File: src/rtl/uart_link_pkg.sv
// Shared definitions for the inter-board UART link (transmit-side mux and
// receive-side demux): sync keyword, word selectors, MATCH_CTRL bit layout,
// receive FSM state encoding and a small saturating-increment helper.
package uart_link_pkg;

    // High byte of the SYNC word; the full SYNC word is {LINK_KEYWORD, 8'h00}.
    localparam logic [7:0] LINK_KEYWORD = 8'h0F;

    // Word selectors carried in word[15:12].
    localparam logic [3:0] SEL_SYNC       = 4'd0;
    localparam logic [3:0] SEL_PL1_POSX   = 4'd1;
    localparam logic [3:0] SEL_PL1_POSY   = 4'd2;
    localparam logic [3:0] SEL_BALL_POSX  = 4'd5;
    localparam logic [3:0] SEL_BALL_POSY  = 4'd6;
    localparam logic [3:0] SEL_MATCH_CTRL = 4'd7;

    // MATCH_CTRL payload layout (bits 9:8 are unused).
    localparam int MC_END_GAME_BIT   = 11;
    localparam int MC_FLAG_POINT_BIT = 10;
    localparam int MC_PL2_SCORE_LSB  = 4;
    localparam int MC_PL1_SCORE_LSB  = 0;

    // Receive framing FSM.
    typedef enum logic [1:0] {
        ST_HUNT    = 2'd0,
        ST_SYNC_LO = 2'd1,
        ST_HI      = 2'd2,
        ST_LO      = 2'd3
    } link_state_t;

    // 8-bit increment that sticks at 255.
    function automatic logic [7:0] sat_inc8(input logic [7:0] v);
        return (v == 8'hFF) ? v : v + 8'd1;
    endfunction

endpackage

File: src/rtl/uart_link_watchdog.sv
// Link inactivity watchdog. The counter restarts on every kick and otherwise
// counts up, saturating at TIMEOUT_CYCLES. 'expired' is a one-cycle pulse on
// the cycle whose edge would bring the count to TIMEOUT_CYCLES; a kick in
// that same cycle wins and suppresses the pulse. 'clear' is a synchronous
// reset of the counter.
module uart_link_watchdog #(
    parameter int TIMEOUT_CYCLES = 1_000_000
) (
    input  logic clk,
    input  logic clear,
    input  logic kick,
    output logic expired
);

    localparam int CW = $clog2(TIMEOUT_CYCLES + 1);
    localparam logic [CW-1:0] LIMIT = CW'(TIMEOUT_CYCLES);
    localparam logic [CW-1:0] LAST  = CW'(TIMEOUT_CYCLES - 1);

    logic [CW-1:0] cnt_q;
    logic [CW-1:0] cnt_d;

    // Next count: restart on kick, otherwise count up until saturated.
    always_comb begin
        cnt_d = cnt_q;
        if (kick) begin
            cnt_d = '0;
        end else if (cnt_q != LIMIT) begin
            cnt_d = cnt_q + 1'b1;
        end
    end

    assign expired = !clear && !kick && (cnt_q == LAST);

    // Counter register with synchronous clear.
    always_ff @(posedge clk) begin
        if (clear) begin
            cnt_q <= '0;
        end else begin
            cnt_q <= cnt_d;
        end
    end

endmodule

File: src/rtl/uart_demux.sv
// Receive-side UART link demux: pairs bytes into 16-bit words (high byte
// first), locks onto the SYNC word, decodes the 16-word round into registered
// game-state outputs and reports link loss via an inactivity watchdog.
// Optional build macro UART_DEMUX_ERRCNT_EN adds the err_cnt lock-loss counter.
module uart_demux
    import uart_link_pkg::*;
#(
    parameter int         TIMEOUT_CYCLES = 1_000_000,
    parameter logic [7:0] KEYWORD        = LINK_KEYWORD
) (
    input  logic        clk,
    input  logic        rst,
    input  logic        rx_done,
    input  logic [7:0]  rx_data,
    output logic [11:0] pl1_posx,
    output logic [11:0] pl1_posy,
    output logic [11:0] ball_posx,
    output logic [11:0] ball_posy,
    output logic [3:0]  pl1_score,
    output logic [3:0]  pl2_score,
    output logic        flag_point,
    output logic        end_game,
    output logic        con_broken,
    output logic        word_valid
`ifdef UART_DEMUX_ERRCNT_EN
    ,
    output logic [7:0]  err_cnt
`endif
);

    localparam logic [15:0] SYNC_WORD = {KEYWORD, 8'h00};

    link_state_t state_q;
    logic [3:0]  exp_sel_q;
    logic [7:0]  hi_byte_q;
    logic [11:0] pl1_posx_q, pl1_posy_q, ball_posx_q, ball_posy_q;
    logic [3:0]  pl1_score_q, pl2_score_q;
    logic        flag_point_q, end_game_q, con_broken_q, word_valid_q;

    logic        wd_expired;
    logic [15:0] word_w;
    logic        word_bad;

    uart_link_watchdog #(
        .TIMEOUT_CYCLES(TIMEOUT_CYCLES)
    ) u_watchdog (
        .clk     (clk),
        .clear   (rst),
        .kick    (rx_done),
        .expired (wd_expired)
    );

    // Candidate word when the low byte arrives; a SYNC slot must be exact.
    assign word_w   = {hi_byte_q, rx_data};
    assign word_bad = (word_w[15:12] != exp_sel_q) ||
                      ((exp_sel_q == SEL_SYNC) && (word_w != SYNC_WORD));

    // Framing FSM with registered decode outputs.
    always_ff @(posedge clk) begin
        if (rst) begin
            state_q      <= ST_HUNT;
            exp_sel_q    <= SEL_SYNC;
            hi_byte_q    <= 8'h00;
            pl1_posx_q   <= '0;
            pl1_posy_q   <= '0;
            ball_posx_q  <= '0;
            ball_posy_q  <= '0;
            pl1_score_q  <= '0;
            pl2_score_q  <= '0;
            flag_point_q <= 1'b0;
            end_game_q   <= 1'b0;
            con_broken_q <= 1'b1;
            word_valid_q <= 1'b0;
        end else begin
            word_valid_q <= 1'b0;
            if (wd_expired) begin
                // Data outputs deliberately hold their last values.
                state_q      <= ST_HUNT;
                con_broken_q <= 1'b1;
            end else if (rx_done) begin
                unique case (state_q)
                    ST_HUNT: begin
                        if (rx_data == KEYWORD) state_q <= ST_SYNC_LO;
                    end
                    ST_SYNC_LO: begin
                        if (rx_data == 8'h00) begin
                            state_q      <= ST_HI;
                            exp_sel_q    <= SEL_PL1_POSX;
                            con_broken_q <= 1'b0;
                        end else if (rx_data != KEYWORD) begin
                            state_q <= ST_HUNT;
                        end
                    end
                    ST_HI: begin
                        hi_byte_q <= rx_data;
                        state_q   <= ST_LO;
                    end
                    ST_LO: begin
                        if (word_bad) begin
                            state_q <= ST_HUNT;
                        end else begin
                            // A good SYNC slot is a resync: 0 -> 1, no pulse.
                            state_q   <= ST_HI;
                            exp_sel_q <= exp_sel_q + 4'd1;
                            if (exp_sel_q != SEL_SYNC) begin
                                word_valid_q <= 1'b1;
                                case (exp_sel_q)
                                    SEL_PL1_POSX:  pl1_posx_q  <= word_w[11:0];
                                    SEL_PL1_POSY:  pl1_posy_q  <= word_w[11:0];
                                    SEL_BALL_POSX: ball_posx_q <= word_w[11:0];
                                    SEL_BALL_POSY: ball_posy_q <= word_w[11:0];
                                    SEL_MATCH_CTRL: begin
                                        end_game_q   <= word_w[MC_END_GAME_BIT];
                                        flag_point_q <= word_w[MC_FLAG_POINT_BIT];
                                        pl2_score_q  <= word_w[MC_PL2_SCORE_LSB +: 4];
                                        pl1_score_q  <= word_w[MC_PL1_SCORE_LSB +: 4];
                                    end
                                    default: ;
                                endcase
                            end
                        end
                    end
                    default: state_q <= ST_HUNT;
                endcase
            end
        end
    end

`ifdef UART_DEMUX_ERRCNT_EN
    logic       locked_w;
    logic       lock_lost_w;
    logic [7:0] err_cnt_q;

    assign locked_w    = (state_q == ST_HI) || (state_q == ST_LO);
    assign lock_lost_w = (wd_expired && locked_w) ||
                         (!wd_expired && rx_done && (state_q == ST_LO) && word_bad);

    // Saturating count of lock losses while framed.
    always_ff @(posedge clk) begin
        if (rst) begin
            err_cnt_q <= 8'h00;
        end else if (lock_lost_w) begin
            err_cnt_q <= sat_inc8(err_cnt_q);
        end
    end

    assign err_cnt = err_cnt_q;
`endif

    assign pl1_posx   = pl1_posx_q;
    assign pl1_posy   = pl1_posy_q;
    assign ball_posx  = ball_posx_q;
    assign ball_posy  = ball_posy_q;
    assign pl1_score  = pl1_score_q;
    assign pl2_score  = pl2_score_q;
    assign flag_point = flag_point_q;
    assign end_game   = end_game_q;
    assign con_broken = con_broken_q;
    assign word_valid = word_valid_q;

endmodule

File: config.mk
export PLATFORM = sky130hd
export DESIGN_NAME = uart_demux
export DESIGN_NICKNAME = d
export VERILOG_FILES = /design/src/rtl/uart_link_pkg.sv /design/src/rtl/uart_link_watchdog.sv /design/src/rtl/uart_demux.sv
export SDC_FILE = /design/constraint.sdc
export NUM_CORES = 1
export LEC_CHECK = 0
export BUFFER_PORTS_ARGS = -buffer_cell sky130_fd_sc_hd__buf_2
export CORE_ASPECT_RATIO = 0.75
export CORE_MARGIN = 4
export CORE_UTILIZATION = 30
export CTS_CLUSTER_SIZE = 14
export DETAILED_ROUTE_END_ITERATION = 16
export MAX_ROUTING_LAYER = met4
export PLACE_DENSITY_LB_ADDON = 0.25
export SLEW_MARGIN = 20
export SYNTH_ARGS = -nofsm -noshare
export SYNTH_HDL_FRONTEND = slang
export SYNTH_HIERARCHICAL = 1
export SYNTH_SLANG_ARGS = --single-unit
File: constraint.sdc
create_clock -name clk -period 2.6 [get_ports clk]
set_input_delay 0.52 -clock clk [delete_from_list [all_inputs] [get_ports clk]]
set_output_delay 0.52 -clock clk [all_outputs]
set_load 0.005 [all_outputs]
==> results.txt <==
r2r endpoint = pl1_posx[9]
Num CTS Buffers = 9
worst-path fanout max = 7
Core Footprint = 0.0126 sq mm
htree depth = 3
CP endpoint = pl1_posx[9]
Fin Setup TNS = 0 ns
Layout Cells excl Fill = 659
CTS root buf = clkbuf_16
largest net degree at the start of global routing = 74
Synth Area in Compound Gates = 5.24%
fin crit share = 88.7%
Fin Hold WS = 0.478 ns
Post-Syn Area = 0.00394 sq mm
XOR/XNOR Fraction of Synth Area = 3.11%
cell internal pwr = 2.21 mW
syn nets = 424
VDD IR max = 0.345 mV
critical path startpoint = u_watchdog/cnt_q[0]
adder-cell area share of the yosys netlist = 1.91%
Seq cells post-synth = 94
number of nets in the layout = 505
Seq/Total Area, Yosys = 47.8%
clock power share = 46.4%
maxcap violations = 0
final-report setup violation count = 0
number of flops mapped to enable cells by yosys = 0
sw frac = 21.9%
Async SR Flop Fraction = 0%
Slew Viols, Final = 0
crit end category = flip-flop
drt via density = 4.83
vias in the first global route = 3104
Cell variety after synth = 51
Clk pin slew, worst setup/hold paths = 0.07 ns
Post-CTS Hold Fix Bufs = 0
status = finished clean
slowest stage cell, crit path = dfxtp_1
CTS tree = built
startpoint types = flip-flop
fraction of synthesized area in multiplexers = 17.0%
simple-gate share of the synthesized area = 21.9%
drt pass-1 iters = 4
Slew @ Worst Pin = 0.757 ns
FF-to-FF Start = u_watchdog/cnt_q[0]
Pwr Total = 2.84 mW
unrepaired setup endpoints after global routing = false
die area = 0.0150 sq mm
Die H = 107 um
synthesized instance count = 407
Area Growth Syn to Fin = 24.7%
WS Path Type = flip-flop to flip-flop
initial antenna violation count = 0
slowest stage delay, CP = 0.40 ns
worst rel slew slack = 49.6%
Fin. Hold Viols = 0
R2R depth = 10
part of the power in registers = 50.9%
Placer Congestion = 0.851
Horiz. Die Dim = 140 um
Initial Util = 31.3%
Sink Count = 94
Buffers on Ports = 70
first-pass GRT wire length = 16.3 mm
Pwr per Cell Area = 577 mW/mm^2
Routed WL per cell = 15.3 um
Critical Path RT = 2.79 ns
Primary FF master, synth = dfxtp_1
Ports = 71
Residual DRC = 0
Clock Latency Late Sink = 0.34 ns
R2R Setup Slk = 0.29 ns
Total Routed Length = 10.1 mm
ANT cells = 0
Arr. time, crit path = 2.50 ns
post-DP HPWL = 7.27 mm
combinational share of power = 2.8%
layout cells sized above 1 = 23.9%
Iter 0 DRT Violations = 193
Leak Pwr = 2.42 nW
synthesized area per cell = 9.68 sq um
largest family of logic cells by synthesized area = simple AND/OR/NAND/NOR gates
P_sw = 0.622 mW
overall routing resource usage = 14.0%
Min-Delay Path Class = flip-flop to flip-flop
Placed Cells incl. Taps = 643
Clock Skew = 0.0106 ns
global route total overflow = 0
DR vias = 3185
Min Clock Period, post-route = 2.31 ns
Max clock buf depth = 2
worst path cell trace = ha_1, and4_2, nand2_1, nor4_2, nand2b_1, nor2_2, nand4_1, buf_4, mux2i_1, nor2_1
ANT nets after route = 0
YS warnings = 6
Fmax = 434 MHz
beginning of the worst hold path = con_broken
# rows = 35
==> power groups by stage <==
stage | Clock, mW | Combinational [mW] | Sequential, mW
after global routing | 1.42 | 0.0868 | 1.44
after CTS | 1.35 | 0.0790 | 1.44
after detailed placement | 0 | 0.0789 | 1.48
final | 1.31 | 0.0787 | 1.44
after floorplan | 0 | 0.0333 | 1.48
after global placement | 0 | 0.0783 | 1.48
==> through the flow <==
step / instance area (sq um) / utilization (%) / setup WS (ns)
6_report: 4910 / 39.1 / 0.295
4_1_cts: 4900 / 39.0 / 0.202
5_1_grt: 4910 / 39.1 / 0.0767
3_3_place_gp: 4600 / 36.6 / 0.139
3_5_place_dp: 4600 / 36.6 / 0.111
2_1_floorplan: 3940 / - / 0.0768
==> layout make-up <==
| class | count | area, sq um |
|---|---|---|
| Fill cell | 1257 | 7660 |
| Clock inverter | 6 | 67.6 |
| Clock buffer | 10 | 229 |
| Multi-Input combinational cell | 286 | 1950 |
| Tap cell | 166 | 208 |
| Sequential cell | 94 | 1880 |
| Timing Repair Buffer | 89 | 543 |
| Inverter | 8 | 30.0 |
==> worst max-delay path, delay by kind of cell, from the launching register on <==
family / cells / cell delay (ns)
muxes: 1 / 0.19
and+or+nand+nor: 7 / 1.12
buffers and inverters: 1 / 0.20
DFF: 1 / 0.40
adders and majority gates: 1 / 0.24
==> worst min-delay path by stage <==
stage,end,slack [ns],depth (start not counted)
final,con_broken,0.48,2
after global routing,con_broken,0.51,2
after CTS,u_watchdog/cnt_q[19],0.48,2
after detailed placement,u_watchdog/cnt_q[19],0.47,2
after global placement,u_watchdog/cnt_q[19],0.46,2
after floorplan,u_watchdog/cnt_q[19],0.44,2
==> cells by family after synthesis <==
| logic type | count (synthesis) |
|---|---|
| simple gates | 167 |
| flops | 94 |
| mux | 67 |
| compound gates | 32 |
| buf+inv | 27 |
| xor+xnor | 14 |
| fa+ha+maj | 6 |
==> sequential cells by signal (all words and copies together), names as in the netlist, 2 cells and up <==
name / flops
pl2_score: 4
u_watchdog/cnt_q: 20
pl1_score: 4
pl1_posx: 12
exp_sel_q: 4
hi_byte_q: 8
ball_posx: 12
pl1_posy: 12
ball_posy: 12
state_q: 2
==> Yosys cell counts, types with 3 or more instances <==
| master | instances | area share (%) |
|---|---|---|
| xor2_1 | 8 | 1.8 |
| nor4_1 | 3 | 0.48 |
| xnor2_1 | 6 | 1.3 |
| o21ai_0 | 9 | 1.1 |
| nor2_1 | 86 | 8.2 |
| nand2_1 | 12 | 1.1 |
| o31ai_1 | 3 | 0.57 |
| or4_1 | 3 | 0.57 |
| dfxtp_1 | 94 | 48 |
| nor2b_1 | 3 | 0.48 |
| nand3_1 | 9 | 1.1 |
| nor3_1 | 9 | 1.1 |
| a21oi_1 | 10 | 1.3 |
| buf_2 | 4 | 0.51 |
| nor4b_1 | 3 | 0.67 |
| ha_1 | 6 | 1.9 |
| inv_1 | 8 | 0.76 |
| mux2i_1 | 67 | 17 |
| nand4_1 | 11 | 1.7 |
| or3_1 | 5 | 0.79 |
| clkbuf_1 | 9 | 0.86 |
==> layer usage <==
metal  global-route usage, %  wire length (um)
met3                    4.24               497
met1                    20.1              5300
met5                       -                 0
met2                    19.0              4160
met4                    3.94                95
==> timing repair <==
item	in CTS	in global routing
gates resized for setup	0	3
endpoints found under the setup margin	0	45
buffers inserted	0	0
==> cell usage in the layout (no fill, tap or decap), types with 2 or more instances in the layout <==
| master | count |
|---|---|
| a21oi_1 | 10 |
| a31oi_1 | 2 |
| and2b_1 | 2 |
| and3_1 | 2 |
| and4_1 | 2 |
| buf_12 | 4 |
| buf_2 | 70 |
| buf_4 | 15 |
| clkbuf_16 | 9 |
| clkinvlp_4 | 2 |
| dfxtp_1 | 94 |
| ha_1 | 6 |
| inv_1 | 8 |
| inv_6 | 2 |
| mux2i_1 | 67 |
| nand2_1 | 12 |
| nand2b_1 | 2 |
| nand3_1 | 9 |
| nand4_1 | 11 |
| nor2_1 | 85 |
| nor2b_1 | 3 |
| nor3_1 | 9 |
| nor4_1 | 2 |
| nor4_2 | 2 |
| nor4b_1 | 2 |
| o21ai_0 | 9 |
| o311ai_0 | 2 |
| o31ai_1 | 3 |
| or3_1 | 5 |
| or4_1 | 3 |
| or4_4 | 2 |
| xnor2_1 | 6 |
| xor2_1 | 8 |
No activity file was read; power rests on OpenSTA's default activity.
